==> config.mk <==
export PLATFORM = sky130hd
export DESIGN_NAME = rf_alu_pipe
export DESIGN_NICKNAME = d
export VERILOG_FILES = /design/src/rtl/rf_alu_pipe.sv
export SDC_FILE = /design/constraint.sdc
export NUM_CORES = 1
export LEC_CHECK = 0
export BUFFER_PORTS_ARGS = -buffer_cell sky130_fd_sc_hd__buf_4
export CORE_MARGIN = 5
export CORE_UTILIZATION = 40
export DETAILED_ROUTE_END_ITERATION = 12
export PLACE_DENSITY_LB_ADDON = 0.08
export SLEW_MARGIN = 20
export SYNTH_ARGS = -nofsm -noshare
export SYNTH_HDL_FRONTEND = slang
export SYNTH_SLANG_ARGS = --single-unit
==> constraint.sdc <==
create_clock -name CLK -period 10.5 [get_ports CLK]
set_input_delay 0.525 -clock CLK [delete_from_list [all_inputs] [get_ports CLK]]
set_output_delay 0.525 -clock CLK [all_outputs]
set_load 0.03 [all_outputs]
==> src/rtl/rf_alu_pipe.sv <==
// Two-stage register-file + ALU pipeline: ISSUE reads and forwards operands,
// EX computes, writes back and publishes the result through a valid/ready port.
module rf_alu_pipe #(
   parameter int unsigned WIDTH = 16,
   parameter int unsigned NREGS = 8,
   localparam int unsigned AW = $clog2(NREGS),
   localparam int unsigned HW = WIDTH / 2
) (
   input  logic             CLK,
   input  logic             CLR,
   input  logic             in_valid,
   output logic             in_ready,
   input  logic [3:0]       op,
   input  logic             set_flags,
   input  logic [AW-1:0]    rd,
   input  logic [AW-1:0]    rm,
   input  logic [AW-1:0]    rn,
   input  logic             use_imm,
   input  logic [HW-1:0]    imm,
   input  logic             ext_wr_en,
   input  logic [AW-1:0]    ext_wr_addr,
   input  logic [WIDTH-1:0] ext_wr_data,
   output logic [WIDTH-1:0] res,
   output logic             res_valid,
   input  logic             res_ready,
   output logic             N,
   output logic             Z,
   output logic             C,
   output logic             V
);

   localparam int unsigned SW = $clog2(WIDTH);

   localparam logic [3:0] OP_ADD = 4'd0;
   localparam logic [3:0] OP_ADC = 4'd1;
   localparam logic [3:0] OP_SUB = 4'd2;
   localparam logic [3:0] OP_SBC = 4'd3;
   localparam logic [3:0] OP_AND = 4'd4;
   localparam logic [3:0] OP_OR  = 4'd5;
   localparam logic [3:0] OP_XOR = 4'd6;
   localparam logic [3:0] OP_NOT = 4'd7;
   localparam logic [3:0] OP_SHL = 4'd8;
   localparam logic [3:0] OP_SHR = 4'd9;
   localparam logic [3:0] OP_MOV = 4'd10;
   localparam logic [3:0] OP_LHI = 4'd11;
   localparam logic [3:0] OP_LLI = 4'd12;
   localparam logic [3:0] OP_CMP = 4'd13;

   logic [WIDTH-1:0] rf [NREGS];

   logic             ex_valid;
   logic [3:0]       ex_op;
   logic [AW-1:0]    ex_rd;
   logic             ex_sf;
   logic [WIDTH-1:0] ex_a;
   logic [WIDTH-1:0] ex_b;
   logic [HW-1:0]    ex_imm;

   logic             ex_fire;
   logic             ex_wr;
   logic             accept;

   logic [AW-1:0]    b_addr;
   logic [WIDTH-1:0] a_fwd;
   logic [WIDTH-1:0] b_fwd;
   logic [WIDTH-1:0] opnd_b;

   logic [WIDTH-1:0] b_arith;
   logic             cin;
   logic [WIDTH:0]   sum;
   logic [SW-1:0]    shamt;
   logic [WIDTH-1:0] alu_res;
   logic             alu_c;
   logic             alu_v;
   logic             is_arith;
   logic             is_logic;

   // Handshake: EX drains when the result slot is free or being consumed
   assign ex_fire  = ex_valid & (~res_valid | res_ready);
   assign in_ready = ~ex_valid | ex_fire;
   assign accept   = in_valid & in_ready;
   assign ex_wr    = ex_fire & (ex_op <= OP_LLI);

   // Operand read with forwarding: EX writeback first, then the external port, then RF
   always_comb begin
      b_addr = (op == OP_LHI) ? rd : rn;
      a_fwd  = rf[rm];
      b_fwd  = rf[b_addr];
      if (ex_wr && (rm == ex_rd))
         a_fwd = alu_res;
      else if (ext_wr_en && (rm == ext_wr_addr))
         a_fwd = ext_wr_data;
      if (ex_wr && (b_addr == ex_rd))
         b_fwd = alu_res;
      else if (ext_wr_en && (b_addr == ext_wr_addr))
         b_fwd = ext_wr_data;
      opnd_b = (use_imm && (op != OP_LHI)) ? {HW'(0), imm} : b_fwd;
   end

   // EX-stage ALU; subtraction is A + ~B + carry-in so one adder serves all arithmetic
   always_comb begin
      b_arith = ex_b;
      cin     = 1'b0;
      case (ex_op)
         OP_ADC:         cin = C;
         OP_SUB, OP_CMP: begin b_arith = ~ex_b; cin = 1'b1; end
         OP_SBC:         begin b_arith = ~ex_b; cin = C;    end
         default:        cin = 1'b0;
      endcase
      sum   = {1'b0, ex_a} + {1'b0, b_arith} + {{WIDTH{1'b0}}, cin};
      alu_c = sum[WIDTH];
      alu_v = (ex_a[WIDTH-1] == b_arith[WIDTH-1]) && (sum[WIDTH-1] != ex_a[WIDTH-1]);
      shamt = ex_b[SW-1:0];
      case (ex_op)
         OP_ADD, OP_ADC, OP_SUB, OP_SBC, OP_CMP: alu_res = sum[WIDTH-1:0];
         OP_AND:  alu_res = ex_a & ex_b;
         OP_OR:   alu_res = ex_a | ex_b;
         OP_XOR:  alu_res = ex_a ^ ex_b;
         OP_NOT:  alu_res = ~ex_a;
         OP_SHL:  alu_res = ex_a << shamt;
         OP_SHR:  alu_res = ex_a >> shamt;
         OP_MOV:  alu_res = ex_a;
         OP_LHI:  alu_res = {ex_imm, ex_b[HW-1:0]};
         OP_LLI:  alu_res = {HW'(0), ex_imm};
         default: alu_res = '0;
      endcase
      is_arith = (ex_op <= OP_SBC) || (ex_op == OP_CMP);
      is_logic = (ex_op >= OP_AND) && (ex_op <= OP_SHR);
   end

   // Register file: external write first so a same-edge EX writeback overrides it
   always_ff @(posedge CLK) begin
      if (CLR) begin
         for (int unsigned i = 0; i < NREGS; i++)
            rf[AW'(i)] <= '0;
      end else begin
         if (ext_wr_en)
            rf[ext_wr_addr] <= ext_wr_data;
         if (ex_wr)
            rf[ex_rd] <= alu_res;
      end
   end

   // EX pipeline register: loads on accept, empties on fire, holds while stalled
   always_ff @(posedge CLK) begin
      if (CLR) begin
         ex_valid <= 1'b0;
         ex_op    <= '0;
         ex_rd    <= '0;
         ex_sf    <= 1'b0;
         ex_a     <= '0;
         ex_b     <= '0;
         ex_imm   <= '0;
      end else if (accept) begin
         ex_valid <= 1'b1;
         ex_op    <= op;
         ex_rd    <= rd;
         ex_sf    <= set_flags;
         ex_a     <= a_fwd;
         ex_b     <= opnd_b;
         ex_imm   <= imm;
      end else if (ex_fire) begin
         ex_valid <= 1'b0;
      end
   end

   // Result slot and condition flags, updated when EX completes
   always_ff @(posedge CLK) begin
      if (CLR) begin
         res       <= '0;
         res_valid <= 1'b0;
         N         <= 1'b0;
         Z         <= 1'b0;
         C         <= 1'b0;
         V         <= 1'b0;
      end else begin
         if (ex_fire) begin
            res       <= alu_res;
            res_valid <= 1'b1;
            if (is_arith && (ex_sf || (ex_op == OP_CMP))) begin
               N <= alu_res[WIDTH-1];
               Z <= (alu_res == '0);
               C <= alu_c;
               V <= alu_v;
            end else if (is_logic && ex_sf) begin
               N <= alu_res[WIDTH-1];
               Z <= (alu_res == '0);
            end
         end else if (res_ready) begin
            res_valid <= 1'b0;
         end
      end
   end

endmodule

==> Word-level counts from Yosys, hierarchy flattened <==
Memories as Yosys holds them, arrays and structs flattened. A register that Yosys moved wholly into a read port is not among the register bits.
Index checks and enable logic that the tools add are counted.
{ "op_classes": {"reduce_logical": 22, "n_bitwise": 12, "n_eq_ne": 19, "n_mux": 29, "n_div": 0, "magnitude_cmp": 4, "multipliers": 0, "addsub": 2, "n_shift": 2} }
{ "op_table": {"columns": ["op", "n"], "rows": [
  ["$pmux W16 S10", 1],
  ["$mux W16", 6],
  ["$not A16 Y16", 2],
  ["$reduce_or A16 Y1", 2],
  ["$eq A4 B4 Y1 const B", 7],
  ["$mux W1", 18],
  ["$add A16 B16 Y17", 1],
  ["$add A17 B1 Y17", 1],
  ["$and A16 B16 Y16", 1],
  ["$eq A4 B3 Y1 const B", 4],
  ["$logic_not A16 Y1", 1],
  ["$or A16 B16 Y16", 1],
  ["$shl A16 B4 Y16", 1],
  ["$shr A16 B4 Y16", 1],
  ["$xor A16 B16 Y16", 1],
  ["$mux W3", 3],
  ["$eq A4 B2 Y1 const B", 2],
  ["$le A4 B4 Y1 const B", 2],
  ["$logic_and A1 B1 Y1", 7],
  ["$eq A3 B3 Y1", 2],
  ["$reduce_bool A2 Y1", 3],
  ["$reduce_or A5 Y1", 1],
  ["$eq A4 B1 Y1 const B", 1],
  ["$ge A4 B3 Y1 const B", 1],
  ["13 further kinds", 20]
]} }
{ "totals": {"latchBits": 0, "out_inout_bits": 22, "mem_bits_rw": 128, "word_cells": 103, "romBits": 0, "memories": 1, "reg_bits": 54, "input_bits": 47} }
{ "memory_table": {"columns": ["memory", "words", "width", "read_ports", "rd_ports_with_merged_regs", "wr", "line_no", "text"], "rows": [
  ["rf", 8, 16, 2, 1, 8, "49", "logic [WIDTH-1:0] rf [NREGS];"]
]} }

==> Depth between registers and ports, before layout <==
{ "logic_depth": {"depth_word": 9, "mapped_depth": 16, "mapped_depth_nobuf": 14} }

==> Worst setup path before layout <==
Ideal clock, no wire load.
{ "synth_path": {"kind": "register -> register", "startpoint": "reg ex_op[3]", "endpoint": "reg ex_b[10]", "path_slack_ps": 6047, "setup_time_ps": 120, "arrival_ps": 4334, "n_path_buf": 4, "stages_incl_launch_ff": 17, "period_less_slack_ps": 4453, "required_ps": 10380, "cell_sequence": "dfxtp_1 -> buf_2 -> buf_2 -> clkbuf_1 -> nor2_1 -> nor2_1 -> xnor2_1 -> fa_1 -> fa_1 -> a211oi_2 -> o21ai_1 -> a31o_1 -> a2111o_1 -> a211oi_1 -> clkbuf_1 -> nor2_1 -> a211o_1"} }
{ "synth_between": {"elab_chain_cells": 8, "elab_cells_between_ends": 28, "classes_between": "add/sub: 2; order compare: 1; eq/ne: 13; mux: 5; bitwise: 1; reduce/logical: 6"} }
{ "synth_lines": {"columns": ["element", "line_no", "text"], "rows": [
  ["start: declaration", "52", "logic [3:0] ex_op;"],
  ["start signal: assignment", "156", "ex_op <= op;"],
  ["$eq A4 B4 Y1 or $eq A4 B2 Y1 (tied branches)", "104, 114", null],
  ["$reduce_or A3 Y1 (no line)", null, null],
  ["$mux W16", null, null],
  ["$add A16 B16 Y17", "110", "sum = {1'b0, ex_a} + {1'b0, b_arith} + {{WIDTH{1'b0}}, cin};"],
  ["$add A17 B1 Y17", "110", null],
  ["$pmux W16 S10", "114", "case (ex_op)"],
  ["$mux W16 *", "93", "if (ex_wr && (b_addr == ex_rd))"],
  ["$mux W16 *", "97", "opnd_b = (use_imm && (op != OP_LHI)) ? {HW'(0), imm} : b_fwd;"],
  ["end signal: assignment", "160", "ex_b <= opnd_b;"],
  ["end: declaration", "56", "logic [WIDTH-1:0] ex_b;"]
]} }
Mark *: on every way between the ends. The rest lies on a longest branch, timed or not.
A chain may end at the register's enable or synchronous reset.

==> Final worst setup path <==
{ "layout_path": {"startpoint": "reg ex_op[3]", "endpoint": "reg Z"} }
{ "layout_between": {"elab_chain_cells": 9, "elab_cells_between_ends": 36, "classes_between": "add/sub: 2; order compare: 3; eq/ne: 13; mux: 5; reduce/logical: 13"} }
{ "layout_lines": {"columns": ["element", "line_no", "text"], "rows": [
  ["$eq A4 B4 Y1 or $eq A4 B2 Y1 (tied branches)", null, null],
  ["$reduce_or A3 Y1 (no line)", null, null],
  ["$mux W16", null, null],
  ["$add A16 B16 Y17", "110", null],
  ["$add A17 B1 Y17", "110", null],
  ["$pmux W16 S10", "114", null],
  ["$logic_not A16 Y1", "182, 187", null],
  ["$mux W1", "185", "end else if (is_logic && ex_sf) begin"],
  ["$mux W1", "180", "if (is_arith && (ex_sf || (ex_op == OP_CMP))) begin"],
  ["end signal: assignment", "182", "Z <= (alu_res == '0);"],
  ["end signal: assignment", "187", "Z <= (alu_res == '0);"],
  ["end: declaration", "27", "output logic Z,"]
]} }
Several ways; a longest one is shown, not always the timed one. The select of a mux whose other input is x is not followed.

==> impl_metrics.py <==
metrics = {
    "setup_path": {
        "crit_required_ns": 10.90,
        "end_kind": "flop",
        "crit_path_top_delay_cell": "nor2_2",
        "critPathKind": "flop to flop",
        "cp_max_fo": 38,
        "crit_path_start_kind": "flop",
        "arrival_ns": 5.63,
        "cp_num_buf_inv": 2,
        "cp_cell_sequence": "buf_4 -> and4b_1 -> nor2_2 -> xnor2_1 -> fa_1 -> fa_1 -> a211oi_2 -> o21ai_1 -> a2111oi_0 -> nor2_1 -> a211oi_1 -> buf_4 -> nand2_1 -> or4_1 -> o21ai_1",
        "crit_family": "simple AND/OR/NAND/NOR gates",
        "max_stage_delay_ns": 0.84,
    },
    "pwr": {
        "clockPowerShare_pct": 30.9,
        "p_total_uw": 2240,
        "p_comb_share_pct": 27.4,
        "internal_power_uw": 1450,
        "p_switching_uw": 782,
        "ir_drop_mv": 0.118,
        "p_per_area_nw_per_um2": 135,
        "p_leak_uw": 0.00593,
        "p_seq_share_pct": 41.7,
        "swShare_pct": 35.0,
    },
    "synthesis": {
        "synthFlopType": "edfxtp_1",
        "ys_seq_area_share_pct": 34.7,
        "ys_async_sr_fraction_pct": 0,
        "synth_fp_nets": 1797,
        "yosys_register_bits": 198,
        "synth_edf_count": 128,
        "netlist_instances": 1700,
        "ys_warn_count": 0,
        "yosysUniqueCellTypes": 90,
        "syn-mean-instance-area_um2": 8.89,
        "syn_area_um2": 15100,
    },
    "sta": {
        "skew_ns": 0.0189,
        "hold_viol_final": 0,
        "post-route-period-util_pct": 49.9,
        "worst_pin_slew_ns": 1.16,
        "fin_crit_ns": 5.24,
        "setup_viol": 0,
        "setup_tns_ns": 0,
        "maxSlewViolCount": 0,
        "fmax_mhz": 191,
        "slew_headroom_pct": 22.5,
        "rsz0062_at_grt": "false",
        "setup_ws_ns": 5.26,
    },
    "grt": {
        "overflow": 0,
        "grt_pass1_wl_um": 89000,
        "antenna_found_initial": 1,
        "grtUsageTotal_pct": 28.7,
        "grt_pass1_vias": 13200,
        "grt_max_degree": 78,
    },
    "die": {
        "die_width_um": 204,
        "coreArea_um2": 37500,
        "initial_utilization_pct": 40.3,
        "die_y_um": 204,
        "io_pins": 69,
        "row_count": 71,
        "floorplan.die_area_um2": 41800,
    },
    "routing": {
        "drt-pass1-iter-count": 9,
        "vias": 13800,
        "drt-initial-drc-count": 1638,
        "viasPerCell": 6.30,
        "wl_um": 60400,
        "antenna_left": 0,
        "wl_per_cell_um": 27.7,
        "post-route-drc-count": 0,
    },
    "cts": {
        "cts_tree": "built",
        "clock_sinks": 198,
        "cts_buffers": 17,
        "post_cts_resized": 0,
        "cts_setup_buffers": 0,
        "clk_path_buf_depth": 2,
        "htree_levels": 4,
        "root_buffer": "clkbuf_16",
        "insertion_delay_ns": 0.46,
        "holdBufCountCts": 0,
        "cts.clk_slew.worst_paths_ns": 0.09,
    },
    "layout": {
        "fin_nets": 1753,
        "area_growth_pct": 9.54,
        "drive_gt1_share_pct": 14.8,
    },
    "place": {
        "place_hpwl_um": 39200,
        "gp_congestion": 0.962,
        "pre_cts_ws_ns": 5.36,
        "portBuffers": 68,
    },
    "status": {
        "status": "complete, no violations",
    },
    "flow_run": {
        "cap_violations": 0,
    },
    "hold_path": {
        "worstHoldPathType": "input port to flop",
    },
}
final timing paths:
check | startpoint | end | cells after the start | slack (ns)
setup reg to reg | ex_op[3] | Z | 15 | 5.26
hold / removal | in_valid | ex_valid | 3 | 0.31
hold reg to reg | V | V | 2 | 0.47
setup / recovery | ex_op[3] | Z | 15 | 5.26
per-stage QoR:
step	hold WS, ns	area, um^2	utilization (%)	instances
CTS	0.295	16600	44.2	2180
finish	0.310	16600	44.2	2182
floorplan	0.445	15100	-	1700
detailed placement	0.472	16000	42.6	2148
global route	0.317	16600	44.2	2180
global placement	0.468	16000	42.6	2148
worst min-delay path, delay by kind of cell:
kind	cells	cell delay (ns)
AO/OA/AOI/OAI	1	0.04
AND/OR/NAND/NOR	1	0.06
buffers and inverters	1	0.09
cells in the mapped netlist, types with 32 or more instances:
cell / instances / share of area, %
clkbuf_1: 120 / 3.0
xnor2_1: 32 / 1.9
o21ai_0: 170 / 5.6
dfxtp_1: 70 / 9.3
a21oi_1: 47 / 1.6
edfxtp_1: 128 / 25
ha_1: 48 / 4.0
mux4_2: 53 / 7.9
nor2_1: 125 / 3.1
nand3_1: 168 / 5.6
nand2_1: 182 / 4.5
a211oi_1: 57 / 2.8
mux2i_1: 107 / 7.1
inv_1: 37 / 0.92
area by class of cell:
class,instances,area (um^2)
fillers,3709,20900
multi-input cells,1282,9050
flip-flops and latches,198,5250
repair buffers,117,878
well taps,511,639
clock buffers,20,437
inverters,40,153
clock inverters,12,143
diodes,2,5.00
power groups by stage:
stage	sequential (uW)	combinational [uW]	clock [uW]
6_report	931	613	691
5_1_grt	937	657	730
4_1_cts	930	605	696
3_3_place_gp	947	597	0
3_5_place_dp	948	602	0
2_1_floorplan	926	402	0
placed cells by master, fill, tap and decap left out, types with 16 or more instances in the layout:
cell type	n
nand2_1	180
ha_1	48
buf_4	117
nand3_1	168
mux4_2	53
clkbuf_16	17
edfxtp_1	128
xnor2_1	32
nor2_1	124
inv_1	37
a22oi_1	16
mux2i_1	105
o21ai_0	170
a21oi_1	47
a211oi_1	55
dfxtp_1	66
kinds of logic after synthesis:
logic type / synth area share [%]
compound gates: 17.9
buf+inv: 5.98
mux: 15.8
xor+xnor: 1.97
flops: 34.7
fa+ha+maj: 4.24
simple gates: 19.4
layer usage:
metal	track usage [%]	vias to the layer above	share of wire [%]
li1	-	6243	-
met1	38.6	6724	41
met2	47.1	655	47
met3	4.01	128	7.8
met4	11.2	2	4.1
met5	0	-	0.022
registers in the layout, summed over array words and instances (netlist names), 3 cells and up:
| signal | count |
|---|---|
| ex_a | 16 |
| res | 16 |
| ex_rd | 3 |
| rf | 128 |
| ex_op | 4 |
| ex_b | 16 |
| ex_imm | 8 |
Power figures use the tool's default switching activity.
